===== config.mk =====
export PLATFORM = sky130hd
export DESIGN_NAME = uart_tx_fifo
export DESIGN_NICKNAME = d
export VERILOG_FILES = /design/src/rtl/uart_tx_fifo.sv
export SDC_FILE = /design/constraint.sdc
export NUM_CORES = 1
export LEC_CHECK = 0
export ABC_AREA = 1
export CAP_MARGIN = 0
export CORE_ASPECT_RATIO = 1.75
export CORE_MARGIN = 3
export CORE_UTILIZATION = 55
export CTS_CLUSTER_SIZE = 30
export DETAILED_ROUTE_END_ITERATION = 8
export HOLD_SLACK_MARGIN = 0.12
export PLACE_DENSITY = 0.71
export SYNTH_ARGS = -nofsm -noshare
export SYNTH_HDL_FRONTEND = slang
export SYNTH_SLANG_ARGS = --single-unit
export TNS_END_PERCENT = 20

===== constraint.sdc =====
create_clock -name clk_in -period 4.14 [get_ports clk_in]
set_input_delay 0.828 -clock clk_in [delete_from_list [all_inputs] [get_ports clk_in]]
set_output_delay 0.828 -clock clk_in [all_outputs]
set_load 0.01 [all_outputs]

===== src/rtl/uart_tx_fifo.sv =====
// uart_tx_fifo: UART transmitter with an internal byte FIFO.
// Per-frame configurable data bits (5-8), parity (none/odd/even/mark) and
// 1 or 2 stop bits; the configuration and baud divider are latched at frame start.
// Optional feature: define UART_TX_CTS_EN to add the active-low n_cts_in
// flow-control input. It gates the start of new frames only.
module uart_tx_fifo #(
    parameter int FIFO_DEPTH = 16,
    parameter int DIV_W      = 32,
    parameter int CNT_W      = 5
) (
    input  logic             clk_in,
    input  logic             n_reset_in,
    input  logic             enable_in,
    input  logic             wr_en_in,
    input  logic [7:0]       data_in,
    input  logic [3:0]       d_num_in,
    input  logic             s_num_in,
    input  logic [1:0]       parity_in,
    input  logic [DIV_W-1:0] clk_div_baud_in,
`ifdef UART_TX_CTS_EN
    input  logic             n_cts_in,
`endif
    output logic             tx_out,
    output logic             tx_rdy_out,
    output logic             busy_out,
    output logic [CNT_W-1:0] fifo_count_out,
    output logic             overflow_out
);

    localparam int AW = $clog2(FIFO_DEPTH);

    typedef enum logic [2:0] {IDLE, START, DATA, PARITY, STOP} state_t;

    state_t state_q, state_d;

    logic [7:0]       mem [FIFO_DEPTH];
    logic [AW-1:0]    wr_ptr_q, rd_ptr_q;
    logic [CNT_W-1:0] count_d;
    logic             fifo_full, fifo_empty, push, pop, cts_ok, can_start;

    logic [DIV_W-1:0] div_q, bit_cnt_q, div_eff;
    logic [3:0]       n_q, n_eff;
    logic [1:0]       par_q;
    logic             stop2_q, stop_idx_q, par_bit_q, par_bit_d;
    logic [2:0]       data_idx_q;
    logic [7:0]       shreg_q, head, head_masked;
    logic             bit_end, last_data, tx_d, busy_d;

`ifdef UART_TX_CTS_EN
    assign cts_ok = ~n_cts_in;
`else
    assign cts_ok = 1'b1;
`endif

    assign fifo_full  = (fifo_count_out == CNT_W'(FIFO_DEPTH));
    assign fifo_empty = (fifo_count_out == '0);
    assign push       = wr_en_in && !fifo_full;
    assign can_start  = enable_in && !fifo_empty && cts_ok;
    assign head       = mem[rd_ptr_q];
    assign bit_end    = (bit_cnt_q == div_q - DIV_W'(1));
    assign last_data  = ({1'b0, data_idx_q} == n_q - 4'd1);

    // Frame configuration as it would be latched at this edge (clamped/defaulted)
    always_comb begin
        n_eff       = ((d_num_in >= 4'd5) && (d_num_in <= 4'd8)) ? d_num_in : 4'd8;
        div_eff     = (clk_div_baud_in < DIV_W'(2)) ? DIV_W'(2) : clk_div_baud_in;
        head_masked = head & (8'hFF >> (4'd8 - n_eff));
        case (parity_in)
            2'b01:   par_bit_d = ~(^head_masked);
            2'b10:   par_bit_d = ^head_masked;
            default: par_bit_d = 1'b1;
        endcase
    end

    // FSM state register
    always_ff @(posedge clk_in) begin
        if (!n_reset_in) state_q <= IDLE;
        else             state_q <= state_d;
    end

    // Next-state, pop decision and next line/busy values
    always_comb begin
        state_d = state_q;
        pop     = 1'b0;
        tx_d    = tx_out;
        busy_d  = busy_out;
        case (state_q)
            IDLE: begin
                tx_d   = 1'b1;
                busy_d = 1'b0;
                if (can_start) begin
                    pop     = 1'b1;
                    state_d = START;
                    tx_d    = 1'b0;
                    busy_d  = 1'b1;
                end
            end
            START: begin
                if (bit_end) begin
                    state_d = DATA;
                    tx_d    = shreg_q[0];
                end
            end
            DATA: begin
                if (bit_end) begin
                    if (!last_data) begin
                        tx_d = shreg_q[1];
                    end else if (par_q != 2'b00) begin
                        state_d = PARITY;
                        tx_d    = par_bit_q;
                    end else begin
                        state_d = STOP;
                        tx_d    = 1'b1;
                    end
                end
            end
            PARITY: begin
                if (bit_end) begin
                    state_d = STOP;
                    tx_d    = 1'b1;
                end
            end
            STOP: begin
                if (bit_end && (stop_idx_q == stop2_q)) begin
                    if (can_start) begin
                        pop     = 1'b1;
                        state_d = START;
                        tx_d    = 1'b0;
                        busy_d  = 1'b1;
                    end else begin
                        state_d = IDLE;
                        tx_d    = 1'b1;
                        busy_d  = 1'b0;
                    end
                end
            end
            default: begin
                state_d = IDLE;
                tx_d    = 1'b1;
                busy_d  = 1'b0;
            end
        endcase
    end

    // Next FIFO occupancy from this edge's push/pop
    always_comb begin
        case ({push, pop})
            2'b10:   count_d = fifo_count_out + CNT_W'(1);
            2'b01:   count_d = fifo_count_out - CNT_W'(1);
            default: count_d = fifo_count_out;
        endcase
    end

    // FIFO storage; not reset, only entries between the pointers are meaningful
    always_ff @(posedge clk_in) begin
        if (push) mem[wr_ptr_q] <= data_in;
    end

    // FIFO pointers, occupancy, ready and sticky overflow
    always_ff @(posedge clk_in) begin
        if (!n_reset_in) begin
            wr_ptr_q       <= '0;
            rd_ptr_q       <= '0;
            fifo_count_out <= '0;
            tx_rdy_out     <= 1'b1;
            overflow_out   <= 1'b0;
        end else begin
            if (push) wr_ptr_q <= wr_ptr_q + AW'(1);
            if (pop)  rd_ptr_q <= rd_ptr_q + AW'(1);
            fifo_count_out <= count_d;
            tx_rdy_out     <= (count_d != CNT_W'(FIFO_DEPTH));
            if (wr_en_in && fifo_full) overflow_out <= 1'b1;
        end
    end

    // Frame datapath: config latch on pop, bit timer, data shifter, stop counter
    always_ff @(posedge clk_in) begin
        if (!n_reset_in) begin
            tx_out     <= 1'b1;
            busy_out   <= 1'b0;
            div_q      <= DIV_W'(2);
            bit_cnt_q  <= '0;
            n_q        <= 4'd8;
            par_q      <= 2'b00;
            stop2_q    <= 1'b0;
            stop_idx_q <= 1'b0;
            data_idx_q <= '0;
            shreg_q    <= '0;
            par_bit_q  <= 1'b0;
        end else begin
            tx_out   <= tx_d;
            busy_out <= busy_d;
            if (pop) begin
                div_q      <= div_eff;
                n_q        <= n_eff;
                par_q      <= parity_in;
                stop2_q    <= s_num_in;
                shreg_q    <= head;
                par_bit_q  <= par_bit_d;
                bit_cnt_q  <= '0;
                data_idx_q <= '0;
                stop_idx_q <= 1'b0;
            end else if (state_q != IDLE) begin
                bit_cnt_q <= bit_end ? '0 : bit_cnt_q + DIV_W'(1);
                if (bit_end && (state_q == DATA)) begin
                    data_idx_q <= data_idx_q + 3'd1;
                    shreg_q    <= shreg_q >> 1;
                end
                if (bit_end && (state_q == STOP)) stop_idx_q <= ~stop_idx_q;
            end
        end
    end

endmodule


---- Word-level counts from Yosys, hierarchy flattened ----
Memories as Yosys holds them, arrays and structs flattened. A register that Yosys moved wholly into a read port is not among the register bits.
Index checks and enable logic that the tools add are counted.
storage, ports and cells
  bits in registers ....................... 104
  latch bits .............................. 0
  RAM bits ................................ 128
  ROM bits ................................ 0
  bits of input ports ..................... 51
  output and inout bits ................... 9
  logic and storage cells ................. 113
  memories ................................ 1
memories
  name  depth  width  rd ports  clocked after Yosys merged registers in  wr ports  line  source
  mem   16     8      1         1                                        1         36    logic [7:0] mem [FIFO_DEPTH];
cells by class
  add/sub/neg operators ................... 9
  $mul .................................... 0
  divide/modulo/power cells ............... 0
  magnitude comparators ................... 3
  equal/unequal tests ..................... 19
  shifts and indexed selects .............. 1
  multiplexer cells ....................... 34
  bitwise operators ....................... 5
  reduce and logical (&&, ||, !) cells .... 24
operators by type and width
  operator                                                                        number
  32-bit 2-to-1 mux                                                               2
  32-bit by 1-bit adder with 32-bit output (second input constant)                1
  32-bit equality test                                                            1
  32-bit by 2-bit less-than comparator with 1-bit output (second input constant)  1
  32-bit by 1-bit subtractor with 32-bit output (second input constant)           1
  8-bit 2-to-1 mux                                                                3
  3-bit 2-to-1 mux                                                                7
  3-bit case mux with 5 select lines                                              1
  1-bit 2-to-1 mux                                                                13
  4-bit 2-to-1 mux                                                                3
  2-bit inequality test (second input constant)                                   6
  5-bit case mux with 2 select lines                                              1
  4-bit by 1-bit adder with 4-bit output (second input constant)                  2
  8-bit AND                                                                       1
  2-bit AND reduction                                                             4
  8-bit parity                                                                    1
  8-bit by 4-bit >> shifter with 8-bit output (first input constant)              1
  1-bit logical AND                                                               7
  3-bit by 2-bit equality test with 1-bit output (second input constant)          2
  6-bit AND reduction                                                             1
  2-bit nonzero test                                                              3
  5-bit by 1-bit adder with 5-bit output (second input constant)                  1
  5-bit equality test (second input constant)                                     1
  5-bit logical NOT                                                               1
  23 further kinds                                                                30

---- Logic depth before layout (Yosys ltp) ----
Gate-level depths: netlist of run 1.
  depth in word-level cells ............... 9
  mapped depth ............................ 29
  mapped depth without buffers ............ 27

---- Least setup slack after synthesis of run 1 ----
OpenSTA, ideal clock, no wires.
  path type ............................... register -> register
  start point ............................. reg div_q[0]
  end point ............................... reg tx_rdy_out
  library setup time ...................... 130 ps
  data arrival time ....................... 3485 ps
  data required time ...................... 4010 ps
  setup slack ............................. 525 ps
  stages on the path, launching flop included .. 27
  buffers on the path ..................... 2
  clock period less this slack ............ 3615 ps
  cells stage by stage .................... dfxtp_1 -> inv_2 -> ha_1 -> nand2_1 -> nor2_4 -> nand2_2 -> o21ai_1 -> nand2_1 -> nor2_1 -> nand2_1 -> nor2_1 -> nand4_2 -> nand2_4 -> nand2_2 -> buf_6 -> clkinv_4 -> buf_6 -> ha_1 -> xor2_1 -> ha_1 -> a21oi_1 -> nor2_1 -> inv_1 -> o311ai_0 -> o21ai_0 -> a21oi_1 -> nand4_1
on the way
  word-level cells in the longest chain between the ends .. 8
  elaborated cells on any way between the ends .. 9
  those cells by class .................... add/sub (1); eq/ne (4); mux (3); reduce/logical (1)
RTL lines
  element                                                                                       line  source
  from (decl)                                                                                   41    logic [DIV_W-1:0] div_q, bit_cnt_q, div_eff;
  from (signal assigned)                                                                        194   div_q <= div_eff;
  32-bit by 1-bit subtractor with 32-bit output (*)                                             60    assign bit_end = (bit_cnt_q == div_q - DIV_W'(1));
  32-bit equality test (*)                                                                      60
  1-bit logical AND (*)                                                                         124   if (bit_end && (stop_idx_q == stop2_q)) begin
  1-bit 2-to-1 mux (*)                                                                          124
  1-bit case mux with 2 select lines (*)                                                        87    case (state_q)
  2-bit by 1-bit equality test with 1-bit output / 2-bit equality test (equally long branches)  147   case ({push, pop})
  5-bit case mux with 2 select lines (*)                                                        147
  5-bit inequality test (*)                                                                     171   tx_rdy_out <= (count_d != CNT_W'(FIFO_DEPTH));
  to (signal assigned)                                                                          171
  to (decl)                                                                                     24    output logic tx_rdy_out,
Every way passes the cells marked *; elsewhere a longest branch is shown, timed or not.
A chain may end at the register's enable or synchronous reset.

---- Worst setup path after layout of run 1 ----
Ends and elaborated chain as after synthesis.

==> impl_metrics.tcl, run 1 <==
set metrics [dict create \
    status "finished, final reports clean" \
    io_pins 60 \
    tightestPinTransition_ns 0.8433 \
    fin_cells 1859 \
    syn_inst 1506 \
    cts_tree "done" \
    synth_edf_count 128 \
    synth_warnings 0 \
    fin_ws_ns 0.4412 \
    initial_core_util 0.5629 \
    place_area_mm2 0.01301 \
    clock.fmax_ghz 0.2704 \
    insertion_delay_ns 0.52 \
    drc_errors 0 \
    crit_buf_inv 3 \
    fillers 1968 \
    rrSetupSlack_ns 0.44 \
    synth_ff_type "edfxtp_1" \
    io_buffers 59 \
    ys_ff_latch 236 \
    critPathMaxStageDelay_ns 0.34 \
    synthesis.nets 1574 \
    finalClockSkew_ns 0.01840 \
    min_period_over_period 0.8934 \
    crit_arrival_ns 4.08 \
    drv_cap 0 \
    first_pass_iters 6 \
    ctsRootBufferMaster "clkbuf_16" \
    end_kind "flop" \
    maxSlewViolCount 0 \
    cp_cell_sequence "inv_2 > ha_2 > nand3_2 > nor2_2 > nand2_1 > nand2_1 > nand2_1 > nand3b_1 > nor2_2 > nand4_2 > nand2_4 > nand2_2 > clkinv_4 > ha_1 > xor2_1 > ha_1 > a21oi_1 > nor2_1 > inv_1 > o311ai_2 > o21ai_0 > a21oi_1 > nand4_1" \
    clk_path_buf_depth 3 \
    worst_ir_drop_vdd_mv 0.4952 \
    antennaDiodeCount 0 \
    wl_um 32560 \
    seq_area_mm2 0.006011 \
    rsz0062_at_grt "no" \
    die_y_um 203.0 \
    ys_types 46 \
    netlist.area_leader.share 0.3150 \
    dp_hpwl_um 24620 \
    p_leak_nw 5.582 \
    yosys.area.top_type "edfxtp_1" \
    fin_crit_ns 3.699 \
    finalHoldViolations 0 \
    hold_end "div_q[31]" \
    critPathRequiredTime_ns 4.53 \
    cellPowerDensity_mw_per_mm2 606.8 \
    htree_levels 1 \
    multi_input_comb_area_mm2 0.005243 \
    crit_family "simple AND/OR/NAND/NOR gates" \
    worst-path-max-fanout 8 \
    grt_use_total 0.2641 \
    clkTransAtPathRegs_ns 0.06 \
    antenna_found_initial 0 \
    p_total_w 0.008350 \
    syn-cell-area_mm2 0.01220 \
    cts.sinks 236 \
    slew_headroom 0.4326 \
    worstSetupPathType "flop to flop" \
    ff2ff_path_depth 23 \
    dr.first_iter.drc_count 514 \
    layout.nets 1620 \
    start_kind "flop" \
    setup-violations-final 0 \
    avgSynthCellArea_um2 8.101 \
    vias 10141 \
    path_common_cell "nand2_1" \
    r2r_start "div_q[0]" \
    rows 71 \
    postCtsHoldBufs 0 \
    r2r_end "tx_rdy_out" \
    fin_tns_setup_ns 0 \
    finalWeightedCongestion 0.9580 \
    ys_seq_area_frac 0.4923 \
    yosys-top-cells-area "edfxtp_1, dfxtp_1, nand2_1, nand3_1, nor2_1" \
    avgViaCountPerCell 5.455 \
    die_x_um 118.6 \
    grt_first_pass_wirelength_um 49900 \
    hold_class "flop to flop" \
    min_path_cells 2 \
    area_delta_synth_final_pct 12.79 \
    grt_max_degree 78 \
    ant_nets 0 \
    hp-start "div_q[31]" \
    cts-buffers-inserted 22 \
    drive_above_1_share 0.05743 \
    pre_cts_ws_ns 0.2388 \
    grt_pass1_vias 9840 \
    dieArea_mm2 0.02408 \
    critPathSlowestCell "dfxtp_1" \
    dpl.cell_count 1819 \
    stdcell_area_mm2 0.01376 \
    overflow 0 \
    async_reset_ff_frac 0 \
    wire_per_inst_um 17.51 \
    coreArea_mm2 0.02168 \
]
[cell families (layout without fill, tap and decap cells)]
logic type / Yosys count / in the layout / synth area share
and+or+nand+nor: 761 / 761 / 0.2739
adders and majority gates: 17 / 17 / 0.01743
AOI/OAI and AO/OA: 181 / 181 / 0.08533
xor gates and xnor gates: 71 / 71 / 0.05097
buffers and inverters: 239 / 300 / 0.07927
muxes: 1 / 1 / 0.0008205
DFF: 236 / 236 / 0.4923
[registers in the layout, summed over array words and instances (netlist names), named ones only]
| name | flops |
|---|---|
| busy_out | 1 |
| bit_cnt_q | 32 |
| wr_ptr_q | 4 |
| state_q | 3 |
| tx_rdy_out | 1 |
| overflow_out | 1 |
| data_idx_q | 3 |
| par_q | 2 |
| fifo_count_out | 5 |
| rd_ptr_q | 4 |
| stop2_q | 1 |
| n_q | 4 |
| par_bit_q | 1 |
| mem | 128 |
| shreg_q | 8 |
| tx_out | 1 |
| stop_idx_q | 1 |
| div_q | 32 |
[cells in the final DEF, fill, tap and decap left out, drive strengths merged, types with 17 or more instances in the layout]
cell	n
clkbuf	30
nand3	153
edfxtp	128
nand4	29
dfxtp	108
a21oi	65
nand2	334
ha	17
inv	185
nor2	198
o21ai	67
xor2	46
xnor2	25
clkdlybuf4s50	58
o211ai	37
[cell usage after synthesis (2+ instances only)]
cell,instances
a21oi_1,65
and2_1,2
and3_1,2
buf_1,4
buf_2,10
buf_4,2
buf_6,6
clkbuf_1,29
clkinv_1,2
dfxtp_1,108
edfxtp_1,128
ha_1,17
inv_1,178
inv_2,7
nand2_1,326
nand2_2,6
nand2_4,2
nand3_1,152
nand3b_1,11
nand4_1,28
nor2_1,184
nor2_2,9
nor2_4,5
nor3_1,13
nor4_1,14
o211ai_1,37
o21ai_0,59
o21ai_1,7
o21bai_1,5
or2_2,3
xnor2_1,25
xor2_1,46
[what timing repair did]
action	in CTS	in global routing
gates resized for setup	0	5
hold endpoints to repair	0	0
endpoints found under the setup margin	0	2
buffers inserted	0	1
[report_power, final]
part | total [W] | switching, W | internal (W)
combinational | 0.00334 | 0.00221 | 0.00112
sequential | 0.00299 | 0.000314 | 0.00268
clock | 0.00202 | 0.000870 | 0.00115
[area by class of cell]
class | instances | area share
Clock buffer | 30 | 0.04674
Timing Repair Buffer | 73 | 0.05201
Inverter | 188 | 0.05165
Tap cell | 292 | 0.02655
Sequential cell | 236 | 0.4368
Multi-Input combinational cell | 1031 | 0.3810
Clock inverter | 9 | 0.005274
[through the flow]
stage	hold slack (ns)	util
finish	0.4653	0.6348
global route	0.5045	0.6348
detailed placement	0.4616	0.6002
CTS	0.4713	0.6332
floorplan	0.4376	-
global placement	0.4512	0.6002
[how the worst max path moves through the flow]
stage,start,to,depth (start not counted)
3_3_place_gp,div_q[11],tx_rdy_out,23
4_1_cts,div_q[11],tx_rdy_out,23
5_1_grt,div_q[0],tx_rdy_out,24
2_1_floorplan,div_q[0],tx_rdy_out,26
6_report,div_q[0],tx_rdy_out,23
3_5_place_dp,div_q[11],tx_rdy_out,23
[worst reg2reg max path, stage by stage (launching register included)]
cell	delay (ns)
dfxtp_1	0.34
inv_2	0.09
ha_2	0.22
nand3_2	0.14
nor2_2	0.28
nand2_1	0.09
nand2_1	0.10
nand2_1	0.05
nand3b_1	0.17
nor2_2	0.18
nand4_2	0.16
nand2_4	0.13
nand2_2	0.10
clkinv_4	0.06
ha_1	0.22
xor2_1	0.22
ha_1	0.17
a21oi_1	0.05
nor2_1	0.11
inv_1	0.07
o311ai_2	0.24
o21ai_0	0.12
a21oi_1	0.16
nand4_1	0.09
[layer usage]
metal	share of wire	wire length, um	GRT usage
met2	0.56	18390	0.5304
met3	0.031	1004	0.02592
met4	0.071	2307	0.1728
met5	0	0	0
met1	0.33	10860	0.2446
No activity file was read; power rests on OpenSTA's default activity.
==> inputs of run 2 (changes only) <==
--- a/config.mk
+++ b/config.mk
@@ -8,7 +8,7 @@
 export ABC_AREA = 1
 export CAP_MARGIN = 0
 export CORE_ASPECT_RATIO = 1.75
-export CORE_MARGIN = 3
+export CORE_MARGIN = 5
 export CORE_UTILIZATION = 55
 export CTS_CLUSTER_SIZE = 30
 export DETAILED_ROUTE_END_ITERATION = 8
==> run 2 against run 1 <==
Effect of this change:
- sequential cell count stayed put
- clock skew is 0.0044 ns lower
- first-iteration DRC count is 18% higher
- clock power is 7% higher
- routed wire length is 0.37% higher
- register-to-register slack worse by 0.08 ns
- worst setup slack worse by 0.077 ns
==> impl_metrics.tcl, run 2 (synthesis results as in run 1) <==
set metrics [dict create \
    status "finished, final reports clean" \
    coreArea_mm2 0.02198 \
    fin_crit_ns 3.776 \
    clock.fmax_ghz 0.2648 \
    worst-path-max-fanout 8 \
    stdcell_area_mm2 0.01380 \
    overflow 0 \
    tightestPinTransition_ns 0.8456 \
    grt_max_degree 78 \
    maxSlewViolCount 0 \
    min_path_cells 2 \
    initial_core_util 0.5550 \
    finalClockSkew_ns 0.01399 \
    drive_above_1_share 0.05676 \
    antennaDiodeCount 0 \
    regMostFlops "mem" \
    r2r_end "tx_rdy_out" \
    p_leak_nw 5.610 \
    rrSetupSlack_ns 0.36 \
    clkTransAtPathRegs_ns 0.08 \
    dp_hpwl_um 24560 \
    drv_cap 0 \
    r2r_start "div_q[14]" \
    slew_headroom 0.4342 \
    ff2ff_path_depth 23 \
    crit_arrival_ns 4.18 \
    die_y_um 207.0 \
    dr.first_iter.drc_count 605 \
    fillers 1997 \
    hp-start "n_q[1]" \
    rows 72 \
    hold_end "n_q[1]" \
    cellPowerDensity_mw_per_mm2 612.2 \
    antenna_found_initial 0 \
    fin_cells 1864 \
    start_kind "flop" \
    dieArea_mm2 0.02538 \
    grt_use_total 0.2545 \
    fin_tns_setup_ns 0 \
    setup-violations-final 0 \
    hold_class "flop to flop" \
    first_pass_iters 6 \
    p_total_w 0.008448 \
    drc_errors 0 \
    layout.nets 1620 \
    io_buffers 59 \
    end_kind "flop" \
    final_cell_mix "nand2_1, nor2_1, inv_1" \
    cts-buffers-inserted 22 \
    worst_ir_drop_vdd_mv 0.4316 \
    avgViaCountPerCell 5.468 \
    seq_area_mm2 0.006011 \
    grt_first_pass_wirelength_um 49980 \
    largest_reg_flops 128 \
    worstSetupPathType "flop to flop" \
    finalHoldViolations 0 \
    ctsRootBufferMaster "clkbuf_16" \
    cts.sinks 236 \
    io_pins 60 \
    cts_tree "done" \
    multi_input_comb_area_mm2 0.005235 \
    rsz0062_at_grt "no" \
    ant_nets 0 \
    min_period_over_period 0.9121 \
    vias 10193 \
    wl_um 32680 \
    postCtsHoldBufs 0 \
    insertion_delay_ns 0.53 \
    finalWeightedCongestion 0.9669 \
    critPathRequiredTime_ns 4.54 \
    wire_per_inst_um 17.53 \
    place_area_mm2 0.01302 \
    htree_levels 1 \
    die_x_um 122.6 \
    grt_pass1_vias 9994 \
    clk_path_buf_depth 3 \
    layout_commonest_cell "nand2_1" \
    largestRegisters "mem (128), bit_cnt_q (32), div_q (32)" \
    area_delta_synth_final_pct 13.12 \
    dpl.cell_count 1823 \
]
-- run 2: cell count changes in the layout (fill, tap and decap cells not counted), sizes merged --
cell and delta:
bufinv +3, clkinvlp -2, clkbuf -1, clkinv +1
-- run 2: layout make-up --
cell class | count | share of cell area
Multi-Input combinational cell | 1031 | 0.3793
Inverter | 188 | 0.05150
Sequential cell | 236 | 0.4355
Timing Repair Buffer | 73 | 0.05095
Clock inverter | 11 | 0.01179
Tap cell | 296 | 0.02684
Clock buffer | 29 | 0.04406
-- run 2: worst max path at each step --
stage | from | to | slack, ns | depth (start not counted)
after floorplan | div_q[0] | tx_rdy_out | 0.53 | 26
after global placement | div_q[9] | tx_rdy_out | 0.26 | 23
after detailed placement | div_q[0] | tx_rdy_out | 0.26 | 24
after CTS | div_q[0] | tx_rdy_out | 0.24 | 24
after global routing | div_q[0] | tx_rdy_out | 0.04 | 24
final | div_q[14] | tx_rdy_out | 0.36 | 23
-- run 2: worst max-delay path, cell delays in order, from the launching register on --
cell      delay [ns]
dfxtp_1         0.37
nor2_1          0.30
nand2_1         0.18
nor2_1          0.23
nand2_1         0.11
o21ai_1         0.12
nand2_1         0.08
nor2_1          0.08
nand2_1         0.07
nor2_1          0.17
nand4_2         0.15
nand2_4         0.13
nand2_2         0.09
clkinv_4        0.06
ha_1            0.23
xor2_1          0.21
ha_1            0.17
a21oi_1         0.05
nor2_1          0.11
inv_1           0.07
o311ai_1        0.28
o21ai_0         0.12
a21oi_1         0.18
nand4_1         0.09
-- run 2: timing repair --
action	CTS	global route
gates resized for setup	0	4
buffers inserted	0	1
endpoints found under the setup margin	0	1
-- run 2: per-layer routing --
| metal | global-route usage | wire length [um] |
|---|---|---|
| met1 | 0.2309 | 10800 |
| met2 | 0.4947 | 18140 |
| met3 | 0.02675 | 1073 |
| met4 | 0.1883 | 2657 |
| met5 | 0 | 0 |
-- run 2: power by group --
part,switching [W],internal (W)
Sequential,0.000310,0.00268
Clock,0.000877,0.00129
Combinational,0.00218,0.00111
-- run 2: metrics by stage --
step	setup slack, ns	hold slack [ns]	utilization
floorplan	0.5252	0.4376	-
global placement	0.2606	0.4634	0.5921
detailed placement	0.2552	0.4695	0.5921
CTS	0.2352	0.4783	0.6272
global route	0.03821	0.5076	0.6278
finish	0.3637	0.4762	0.6278
==> inputs of run 3 (changes only) <==
--- a/config.mk
+++ b/config.mk
@@ -7,13 +7,16 @@
 export LEC_CHECK = 0
 export ABC_AREA = 1
 export CAP_MARGIN = 0
+export CELL_PAD_IN_SITES_DETAIL_PLACEMENT = 1
+export CELL_PAD_IN_SITES_GLOBAL_PLACEMENT = 1
 export CORE_ASPECT_RATIO = 1.75
 export CORE_MARGIN = 5
-export CORE_UTILIZATION = 55
+export CORE_UTILIZATION = 41
 export CTS_CLUSTER_SIZE = 30
 export DETAILED_ROUTE_END_ITERATION = 8
 export HOLD_SLACK_MARGIN = 0.12
-export PLACE_DENSITY = 0.71
+export PLACE_DENSITY = 0.73
+export RECOVER_POWER = 100
 export SYNTH_ARGS = -nofsm -noshare
 export SYNTH_HDL_FRONTEND = slang
 export SYNTH_SLANG_ARGS = --single-unit
==> constraint.sdc (replaced) <==
create_clock -name clk_in -period 3.3 [get_ports clk_in]
set_input_delay 0.66 -clock clk_in [delete_from_list [all_inputs] [get_ports clk_in]]
set_output_delay 0.66 -clock clk_in [all_outputs]
set_load 0.01 [all_outputs]
==> run 3 against run 2 <==
Effect of this change:
- the run now ends with negative setup slack left
- routed wire length is 20% higher
- clock skew is 0.0025 ns higher
- core utilization is 11 points lower
- fmax is 12% higher
- sequential power is 24% higher
- register-to-register slack worse by 0.43 ns
- clock-buffer cell count stayed put
- cell area is 10% higher
- worst setup slack worse by 0.43 ns
- power is 42% higher
- highest routed layer unchanged
- die area is 32% higher
- sequential cell count stayed put
==> impl_metrics.tcl, run 3 (synthesis results as in run 1) <==
set metrics [dict create \
    status "finished with violations" \
    violations "negative setup slack" \
    top_layer_used "met4" \
    clk_path_buf_depth 3 \
    finalClockSkew_ns 0.01647 \
    worst-path-max-fanout 5 \
    setup-violations-final 1 \
    pwr-share-clk 0.235 \
    overflow 0 \
    vias 10923 \
    drv_cap 0 \
    tightestPinTransition_ns 0.8928 \
    largestRegisters "mem (128), bit_cnt_q (32), div_q (32)" \
    antenna_found_initial 0 \
    hold_class "flop to flop" \
    fin_ws_ns -0.06992 \
    stdcell_area_mm2 0.01518 \
    crit_arrival_ns 3.78 \
    maxSlewViolCount 0 \
    drive_above_1_share 0.1639 \
    fin_cells 2078 \
    wl_met2_um 22910 \
    critPathRequiredTime_ns 3.71 \
    cts.sinks 236 \
    cellPowerDensity_mw_per_mm2 791.2 \
    netSwitchingFraction 0.4084 \
    end_kind "flop" \
    area_delta_synth_final_pct 24.41 \
    power_frac_comb 0.456 \
    dieArea_mm2 0.03344 \
    ctsRootBufferMaster "clkbuf_16" \
    grt_max_degree 52 \
    dp_hpwl_um 30030 \
    first_pass_iters 6 \
    worstSetupPathType "flop to flop" \
    antennaDiodeCount 0 \
    fin_crit_ns 3.370 \
    ant_nets 0 \
    clkTransAtPathRegs_ns 0.07 \
    clock.fmax_ghz 0.2967 \
    avgViaCountPerCell 5.256 \
    start_kind "flop" \
    dr.first_iter.drc_count 398 \
    rows 83 \
    grt_first_pass_wirelength_um 61330 \
    die_y_um 238.2 \
    postCtsHoldBufs 0 \
    cts_tree "done" \
    place_area_mm2 0.01408 \
    coreArea_mm2 0.02939 \
    min_period_over_period 1.021 \
    dr_wl_met3_um 985 \
    final_cell_mix "nand2_1, inv_1, nor2_1" \
    rsz0062_at_grt "yes" \
    layout.nets 1747 \
    wl_met1_um 12680 \
    slew_headroom 0.3993 \
    dpl.cell_count 2027 \
    power.net_switching_w 0.004905 \
    drc_errors 0 \
    seq_power_share 0.309 \
    io_pins 60 \
    wire_per_inst_um 18.79 \
    initial_core_util 0.4151 \
    finalHoldViolations 0 \
    pre_cts_ws_ns -0.4470 \
    p_total_w 0.01201 \
    insertion_delay_ns 0.54 \
    wl_um 39050 \
    layout_commonest_cell "nand2_1" \
    cts-buffers-inserted 24 \
    grt_pass1_vias 11972 \
    p_leak_nw 6.274 \
    io_buffers 59 \
    htree_levels 1 \
    grt_use_total 0.2323 \
    p_int_w 0.007105 \
    largest_reg_flops 128 \
    finalWeightedCongestion 0.9136 \
    regMostFlops "mem" \
    worst_ir_drop_vdd_mv 0.4947 \
    die_x_um 140.4 \
]
==> run 3: cell types whose count changed in the layout (fill, tap and decap cells not counted), sizes merged <==
cell,before,now
buf,15,129
clkdlybuf4s50,58,44
dlygate4sd3,0,14
clkbuf,29,40
clkinvlp,0,5
clkinv,10,7
inv,185,187
bufinv,4,3
==> run 3: critical path, cell delays in order, from the launching register on <==
cell and delay (ns):
dfxtp_2 0.35, nor2_2 0.22, nand2_4 0.10, nor2_4 0.24
nand2_4 0.10, o21ai_2 0.13, nand2_1 0.08, nor2_1 0.14
nand2_1 0.10, nor2_4 0.12, nand4_4 0.12, nand2_4 0.10
nand2_4 0.07, clkinv_8 0.05, ha_4 0.15, xor2_4 0.19
ha_4 0.16, a21oi_2 0.04, nor2_1 0.13, inv_2 0.08
o311ai_4 0.26, o21ai_2 0.09, a21oi_2 0.14, nand4_1 0.08
==> run 3: per-stage QoR <==
step | hold WS (ns) | utilization | setup TNS, ns
after floorplan | 0.4376 | - | -0.01535
after global placement | 0.4616 | 0.4789 | -0.8246
after detailed placement | 0.4720 | 0.4789 | -1.043
after CTS | 0.4880 | 0.5125 | -0.2567
after global routing | 0.4986 | 0.5165 | -0.5996
final | 0.4814 | 0.5165 | -0.06992
==> run 3: routing by layer <==
metal,global-route usage,vias up
li1,-,5307
met1,0.2029,5328
met2,0.4892,177
met3,0.02446,111
met4,0.1314,0
met5,0,-
==> run 3: layout make-up <==
cell class                      count  area, um^2
Inverter                          188       718.2
Clock buffer                       29       640.6
Sequential cell                   236        6023
Multi-Input combinational cell   1031        5560
Timing Repair Buffer              198        1604
Clock inverter                     14       153.9
Tap cell                          382       478.0
Fill cell                        3567       14210
==> run 3: worst paths after layout <==
path / depth (start not counted) / startpoint / slack (ns) / endpoint
worst max-delay path: 23 / div_q[2] / -0.07 / tx_rdy_out
worst min-delay path: 2 / overflow_out / 0.48 / overflow_out
worst max register to register: 23 / div_q[2] / -0.07 / tx_rdy_out
worst min register to register: 2 / overflow_out / 0.48 / overflow_out
==> run 3: power by group through the flow <==
| stage | registers, W | logic (W) | clock network, W |
|---|---|---|---|
| 6_report | 0.00371 | 0.00548 | 0.00282 |
| 5_1_grt | 0.00375 | 0.00604 | 0.00301 |
| 2_1_floorplan | 0.00361 | 0.00320 | 0 |
| 4_1_cts | 0.00370 | 0.00532 | 0.00289 |
| 3_3_place_gp | 0.00374 | 0.00490 | 0 |
| 3_5_place_dp | 0.00375 | 0.00504 | 0 |
==> run 3: repair_timing <==
action	4_1_cts	5_1_grt
buffers inserted	8	0
pin swaps	21	17
resized for setup	45	39
endpoints found under the setup margin	7	4
